[src/rtl/mips_pkg.sv]
// mips_pkg: shared size encodings, MEM-stage FSM states and datapath width.
package mips_pkg;
    localparam int DATA_W = 32;
    localparam logic [1:0] SZ_BYTE = 2'd0;
    localparam logic [1:0] SZ_HALF = 2'd1;
    localparam logic [1:0] SZ_WORD = 2'd2;
    typedef enum logic [1:0] {IDLE, REQ, WAIT, DONE} state_t;
endpackage

[src/rtl/mem_access_stage_if.sv]
// mem_access_stage_if: data-memory req/gnt/rvalid bus between the MEM stage and data memory.
interface mem_access_stage_if #(parameter int ADDR_W = 32);
    logic              dmem_req;
    logic              dmem_we;
    logic [ADDR_W-1:0] dmem_addr;
    logic [3:0]        dmem_be;
    logic [31:0]       dmem_wdata;
    logic              dmem_gnt;
    logic              dmem_rvalid;
    logic [31:0]       dmem_rdata;
    modport master (output dmem_req, dmem_we, dmem_addr, dmem_be, dmem_wdata,
                    input dmem_gnt, dmem_rvalid, dmem_rdata);
    modport slave (input dmem_req, dmem_we, dmem_addr, dmem_be, dmem_wdata,
                   output dmem_gnt, dmem_rvalid, dmem_rdata);
endinterface

[src/rtl/mem_access_stage_lane.sv]
// mem_lane_align: store lane steering, load extraction/extension and misalignment detection.
module mem_lane_align
    import mips_pkg::*;
(
    input  logic [1:0]        addr_lo,
    input  logic [1:0]        size,
    input  logic              mem_unsigned,
    input  logic              is_store,
    input  logic [DATA_W-1:0] store_data,
    input  logic [DATA_W-1:0] rdata,
    output logic [3:0]        be,
    output logic [DATA_W-1:0] wdata,
    output logic [DATA_W-1:0] load_data,
    output logic              misalign
);
    logic [DATA_W-1:0] sh;
    always_comb begin
        sh = rdata >> {addr_lo, 3'b000};
        misalign = (size == SZ_HALF && addr_lo[0]) || (size >= SZ_WORD && addr_lo != 2'b00);
        be = !is_store ? 4'hf :
             size == SZ_BYTE ? 4'b0001 << addr_lo :
             size == SZ_HALF ? (addr_lo[1] ? 4'b1100 : 4'b0011) : 4'hf;
        wdata = size == SZ_BYTE ? {4{store_data[7:0]}} :
                size == SZ_HALF ? {2{store_data[15:0]}} : store_data;
        load_data = size == SZ_BYTE ? {{24{~mem_unsigned & sh[7]}}, sh[7:0]} :
                    size == SZ_HALF ? {{16{~mem_unsigned & sh[15]}}, sh[15:0]} : sh;
    end
endmodule

[src/rtl/mem_access_stage.sv]
// mem_access_stage: MEM pipeline stage issuing variable-latency data-memory accesses and stalling upstream.
module mem_access_stage #(
    parameter int ADDR_W = 32,
    parameter int DATA_W = 32
) (
    input  logic               clk,
    input  logic               reset,
    input  logic               ex_valid,
    input  logic               MemRead,
    input  logic               MemWrite,
    input  logic               MemToReg,
    input  logic               RegWrite,
    input  logic [1:0]         mem_size,
    input  logic               mem_unsigned,
    input  logic [DATA_W-1:0]  alu_result,
    input  logic [DATA_W-1:0]  store_data,
    input  logic [4:0]         write_reg,
    mem_access_stage_if.master dmem,
    output logic               MemToReg_o,
    output logic               RegWrite_o,
    output logic               MemWrite_o,
    output logic [DATA_W-1:0]  mem_read_data_o,
    output logic [DATA_W-1:0]  alu_result_o,
    output logic [4:0]         write_reg_o,
    output logic [DATA_W-1:0]  store_data_o,
    output logic               stall_o,
    output logic               misalign_o
);
    import mips_pkg::*;
    state_t state, state_n;
    logic [DATA_W-1:0] rdata_q, wdata, load_data, rd;
    logic [3:0] be;
    logic misal, mem_op, go, req, stall, pass, on;
    mem_lane_align u_lane (
        .addr_lo(alu_result[1:0]),
        .size(mem_size),
        .mem_unsigned(mem_unsigned),
        .is_store(MemWrite),
        .store_data(store_data),
        .rdata(rdata_q),
        .be(be),
        .wdata(wdata),
        .load_data(load_data),
        .misalign(misal)
    );
    assign on = ~reset;
    assign mem_op = ex_valid & (MemRead | MemWrite);
    assign go = mem_op & ~misal;
    always_ff @(posedge clk) begin
        if (reset) begin
            state <= IDLE;
            rdata_q <= '0;
        end else begin
            state <= state_n;
            if (state == WAIT && dmem.dmem_rvalid) rdata_q <= dmem.dmem_rdata;
        end
    end
    // Every stalled cycle presents a bubble; only IDLE passthrough and DONE carry controls.
    always_comb begin
        state_n = state;
        req = 1'b0;
        stall = 1'b0;
        pass = 1'b0;
        rd = '0;
        case (state)
            IDLE: begin
                req = go;
                stall = go;
                pass = ~mem_op;
                state_n = go ? (dmem.dmem_gnt ? WAIT : REQ) : IDLE;
            end
            REQ: begin
                req = 1'b1;
                stall = 1'b1;
                state_n = dmem.dmem_gnt ? WAIT : REQ;
            end
            WAIT: begin
                stall = 1'b1;
                state_n = dmem.dmem_rvalid ? DONE : WAIT;
            end
            default: begin
                pass = 1'b1;
                rd = load_data;
                state_n = IDLE;
            end
        endcase
    end
    assign dmem.dmem_req   = on & req;
    assign dmem.dmem_we    = on & req & MemWrite;
    assign dmem.dmem_addr  = on ? {alu_result[ADDR_W-1:2], 2'b00} : '0;
    assign dmem.dmem_be    = on ? be : 4'h0;
    assign dmem.dmem_wdata = on ? wdata : '0;
    assign MemToReg_o      = on & pass & ex_valid & MemToReg;
    assign RegWrite_o      = on & pass & ex_valid & RegWrite;
    assign MemWrite_o      = on & pass & ex_valid & MemWrite;
    assign mem_read_data_o = on ? rd : '0;
    assign alu_result_o    = on ? alu_result : '0;
    assign write_reg_o     = on ? write_reg : 5'd0;
    assign store_data_o    = on ? wdata : '0;
    assign stall_o         = on & stall;
    assign misalign_o      = on & (state == IDLE) & mem_op & misal;
endmodule

[src/flat_wrapper.sv]
// flat-port wrapper written by rule: the top's interface ports become plain ports
module mem_access_stage_flat import mips_pkg::*;
#(
    parameter int ADDR_W = 32,
    parameter int DATA_W = 32
)
  (clk, reset, ex_valid, MemRead, MemWrite, MemToReg, RegWrite, mem_size, mem_unsigned, alu_result, store_data, write_reg, MemToReg_o, RegWrite_o, MemWrite_o, mem_read_data_o, alu_result_o, write_reg_o, store_data_o, stall_o, misalign_o, dmem_dmem_req, dmem_dmem_we, dmem_dmem_addr, dmem_dmem_be, dmem_dmem_wdata, dmem_dmem_gnt, dmem_dmem_rvalid, dmem_dmem_rdata);
  mem_access_stage_if #(.ADDR_W(ADDR_W)) dmem_i ();
  input  logic clk;
  input  logic reset;
  input  logic ex_valid;
  input  logic MemRead;
  input  logic MemWrite;
  input  logic MemToReg;
  input  logic RegWrite;
  input  logic [1:0] mem_size;
  input  logic mem_unsigned;
  input  logic [DATA_W-1:0] alu_result;
  input  logic [DATA_W-1:0] store_data;
  input  logic [4:0] write_reg;
  output logic MemToReg_o;
  output logic RegWrite_o;
  output logic MemWrite_o;
  output logic [DATA_W-1:0] mem_read_data_o;
  output logic [DATA_W-1:0] alu_result_o;
  output logic [4:0] write_reg_o;
  output logic [DATA_W-1:0] store_data_o;
  output logic stall_o;
  output logic misalign_o;
  output wire logic [$bits(dmem_i.dmem_req)-1:0] dmem_dmem_req;
  output wire logic [$bits(dmem_i.dmem_we)-1:0] dmem_dmem_we;
  output wire logic [$bits(dmem_i.dmem_addr)-1:0] dmem_dmem_addr;
  output wire logic [$bits(dmem_i.dmem_be)-1:0] dmem_dmem_be;
  output wire logic [$bits(dmem_i.dmem_wdata)-1:0] dmem_dmem_wdata;
  input wire logic [$bits(dmem_i.dmem_gnt)-1:0] dmem_dmem_gnt;
  input wire logic [$bits(dmem_i.dmem_rvalid)-1:0] dmem_dmem_rvalid;
  input wire logic [$bits(dmem_i.dmem_rdata)-1:0] dmem_dmem_rdata;
  assign dmem_dmem_req = dmem_i.dmem_req;
  assign dmem_dmem_we = dmem_i.dmem_we;
  assign dmem_dmem_addr = dmem_i.dmem_addr;
  assign dmem_dmem_be = dmem_i.dmem_be;
  assign dmem_dmem_wdata = dmem_i.dmem_wdata;
  assign dmem_i.dmem_gnt = dmem_dmem_gnt;
  assign dmem_i.dmem_rvalid = dmem_dmem_rvalid;
  assign dmem_i.dmem_rdata = dmem_dmem_rdata;
  mem_access_stage #(.ADDR_W(ADDR_W), .DATA_W(DATA_W)) u_core (.clk(clk), .reset(reset), .ex_valid(ex_valid), .MemRead(MemRead), .MemWrite(MemWrite), .MemToReg(MemToReg), .RegWrite(RegWrite), .mem_size(mem_size), .mem_unsigned(mem_unsigned), .alu_result(alu_result), .store_data(store_data), .write_reg(write_reg), .dmem(dmem_i), .MemToReg_o(MemToReg_o), .RegWrite_o(RegWrite_o), .MemWrite_o(MemWrite_o), .mem_read_data_o(mem_read_data_o), .alu_result_o(alu_result_o), .write_reg_o(write_reg_o), .store_data_o(store_data_o), .stall_o(stall_o), .misalign_o(misalign_o));
endmodule
[config.mk]
export PLATFORM = sky130hd
export DESIGN_NAME = mem_access_stage_flat
export DESIGN_NICKNAME = d
export VERILOG_FILES = /design/src/rtl/mips_pkg.sv /design/src/rtl/mem_access_stage_if.sv /design/src/rtl/mem_access_stage_lane.sv /design/src/rtl/mem_access_stage.sv /design/src/flat_wrapper.sv
export SDC_FILE = /design/constraint.sdc
export NUM_CORES = 1
export LEC_CHECK = 0
export CAP_MARGIN = 10
export CORE_AREA = 2 2 112 114
export DETAILED_ROUTE_END_ITERATION = 16
export DIE_AREA = 0 0 114 116
export GPL_ROUTABILITY_DRIVEN = 0
export PLACE_DENSITY = 0.84
export SLEW_MARGIN = 15
export SYNTH_ARGS = -nofsm -noshare
export SYNTH_HDL_FRONTEND = slang
export SYNTH_SLANG_ARGS = --single-unit
[constraint.sdc]
create_clock -name clk -period 2.5 [get_ports clk]
set_input_delay 0.5 -clock clk [delete_from_list [all_inputs] [get_ports clk]]
set_output_delay 0.5 -clock clk [all_outputs]
set_load 0.02 [all_outputs]
==> impl_metrics.yaml <==
place:
  detailed_place.area_mm2: 0.00618
  inst_count_dp: 870
  dp.final_hpwl_um: 12100
  post_place_setup_slack_ns: -0.618
  portBuffers: 286
cts:
  cts_hold_bufs: 0
  clk_root_buffer_cell: "clkbuf_16"
  maximum_number_of_buffers_from_clock_root_to_sink: 2
  htreeDepth: 2
  numClockSinks: 34
  cts_buffers: 5
  clock_tree_from_tritoncts: "yes"
  clk_latency_ns: 0.28
  cts.clk_slew.worst_paths_ns: 0.05
timing:
  post-route-period-util: 0.987
  finalWorstPathRequiredPeriod_ns: 2.47
  number_of_endpoints_failing_setup_at_the_final_stage: 0
  clock-skew-final_ns: 0.00367
  timing.final.ws_setup_ns: 0.0317
  clock.fmax_mhz: 405
  grt_setup_unrepaired: "yes"
  fin_hold_ws_ns: 0.458
  hold_violations: 0
  maxSlewViolCount: 0
worst_setup_path:
  rrSetupSlack_ns: 0.63
  setup.worst_path.class: "in -> out"
  critical_path.endpoint_type: "primary output"
  crit_required_ns: 2.00
  timing.critical_path.arrival_ns: 1.97
  top_fanout_value_on_the_critical_path: 3
  timing.critical_path.from_type: "input pin"
die:
  num_rows: 40
  num_io_pins: 289
  fp.dieArea_mm2: 0.0132
  initial_util: 0.278
  die_h_um: 116
  core_area_mm2: 0.0119
  die_w_um: 114
final_layout:
  area_growth_pct: 88.3
  layout.cell_area.non_filler_mm2: 0.00624
  post_layout_nonfiller_instances: 881
  final_net_count: 849
  final_layout_size_suffix_gt1_frac: 0.179
  core_occupancy_in_the_finished_layout: 0.524
synth:
  yosys.area_share.simple: 0.283
  synth_cell_types: 35
  post_synthesis_xor_xnor_area_fraction: 0
  post_synth_main_area_contributors: "dfxtp_1, buf_4, nor2b_1, mux2i_1, nand2_1"
  synth-edff-count: 0
  multiplexer_area_fraction_after_synthesis: 0.103
  synth_async_sr_flop_share: 0
  synth-seq-cells: 34
  syn_area_mm2: 0.00332
  postSynth.topFlopCell: "dfxtp_1"
  synth.largest_area_cell: "dfxtp_1"
  synth-warning-count: 0
  yosys-top-cells-count: "nand2_1, buf_4, a21oi_1, nor2b_1, nor2_1"
  synth_top_family_by_area: "simple AND/OR/NAND/NOR gates"
  synth-adder-area-share: 0.0151
  yosys.area.top_type_share: 0.205
  postSynthAreaPerCell_um2: 6.91
  yosysSeqAreaShare: 0.205
  synthMostInstantiatedCell: "nand2_1"
  synth-compound-area-share: 0.196
  syn-instance-count: 480
job:
  cap_viol_max_count: 0
global_routing:
  global_route_wire_length_before_repair_um: 21500
  grt_start_max_net_pins: 51
  via_count_of_the_first_global_routing_pass: 4016
  antenna_found_initial: 2
  globalRoute.totalOverflow: 0
  track_usage: 0.207
worst_hold_path:
  timing.hold.worst.class: "reg -> reg"
power:
  power.share.combinational: 0.444
  power.ir.vdd_worst_v: 0.000364
  swShare: 0.325
  clkPwrFrac: 0.281
  seq_power_share: 0.275
  power.density_cell_area_mw_per_mm2: 328
  leakage_nw: 2.96
  intPower_mw: 1.38
  power_switching_mw: 0.667
routing:
  vias: 4185
  drt-wirelength-per-cell_um: 16.7
  route.detailed.vias_per_inst: 4.75
  drt-pass1-iter-count: 5
  first_iter_violations: 174
  route.detailed.drc: 0
  drt.antenna.violating_nets: 0
  wl_final_um: 14700
run_status:
  status: "completed"
-- critical path: stages --
cell and delay [ns]:
clkdlybuf4s50_1 0.52, buf_4 0.13, nor2b_1 0.18, clkdlybuf4s50_1 0.64
-- cell usage in the layout, fill, tap and decap left out, drive strengths merged --
cell,instances
a2111oi,1
a211o,1
a211oi,22
a21o,8
a21oi,55
a221oi,1
a2bb2oi,2
and2,4
buf,90
clkbuf,17
clkdlybuf4s15,1
clkdlybuf4s50,179
conb,2
dfxtp,34
diode,2
dlygate4sd2,43
dlymetal6s2s,21
ha,4
inv,3
mux2i,32
mux4,1
nand2,81
nand2b,1
nor2,52
nor2b,54
nor3,3
nor3b,2
nor4,2
o211ai,1
o21ai,10
o21bai,2
or2,1
or3,1
or3b,1
-- state kept, by name, indices dropped and copies added (netlist names) --
name / count
u_core.rdata_q: 32
u_core.state: 2
-- worst paths after layout --
path / from / end / cells after the start
worst max register to register: u_core.state[1] / u_core.state[0] / 9
worst min register to register: u_core.rdata_q[6] / u_core.rdata_q[6] / 2
worst max-delay path: store_data[3] / store_data_o[3] / 4
worst min-delay path: u_core.rdata_q[6] / u_core.rdata_q[6] / 2
-- what timing repair did --
| item | CTS | global route |
|---|---|---|
| hold endpoints to repair | 0 | 0 |
| pin swaps | 0 | 3 |
| buffers inserted | 0 | 2 |
| gates resized for setup | 156 | 59 |
| setup endpoints to repair | 121 | 66 |
-- power by group through the flow --
| stage | registers [mW] | logic [mW] | clock network, mW |
|---|---|---|---|
| 2_1_floorplan | 0.572 | 0.477 | 0 |
| 3_3_place_gp | 0.574 | 0.933 | 0 |
| 3_5_place_dp | 0.574 | 0.940 | 0 |
| 4_1_cts | 0.563 | 0.915 | 0.586 |
| 5_1_grt | 0.564 | 0.969 | 0.609 |
| 6_report | 0.564 | 0.910 | 0.576 |
-- cells by family after synthesis --
group,after synthesis
other,1
adder cells (fa/ha/maj),4
AO/OA/AOI/OAI,103
buffers and inverters,103
multiplexers,33
AND/OR/NAND/NOR,202
flip-flops,34
-- metal layers --
metal,vias up,GRT usage,part of all wire
li1,2048,-,-
met1,1901,0.222,0.36
met2,209,0.390,0.52
met3,27,0.0649,0.097
met4,0,0.0577,0.024
met5,-,0,0
-- layout make-up --
cell class | count | area [µm²]
multi-input combinational | 344 | 2070
timing repair buffer | 344 | 3160
tap | 147 | 184
inverter | 3 | 11.3
antenna | 2 | 5.00
sequential | 34 | 681
fill | 1160 | 5670
clock buffer | 7 | 133
-- through the flow --
step,setup TNS [ns],power [mW]
final,0,2.05
after floorplan,-0.0300,1.05
after global placement,-31.68,1.51
after CTS,-0.749,2.06
after global routing,-0.0371,2.14
after detailed placement,-33.04,1.51
No activity file was read; power rests on OpenSTA's default activity.
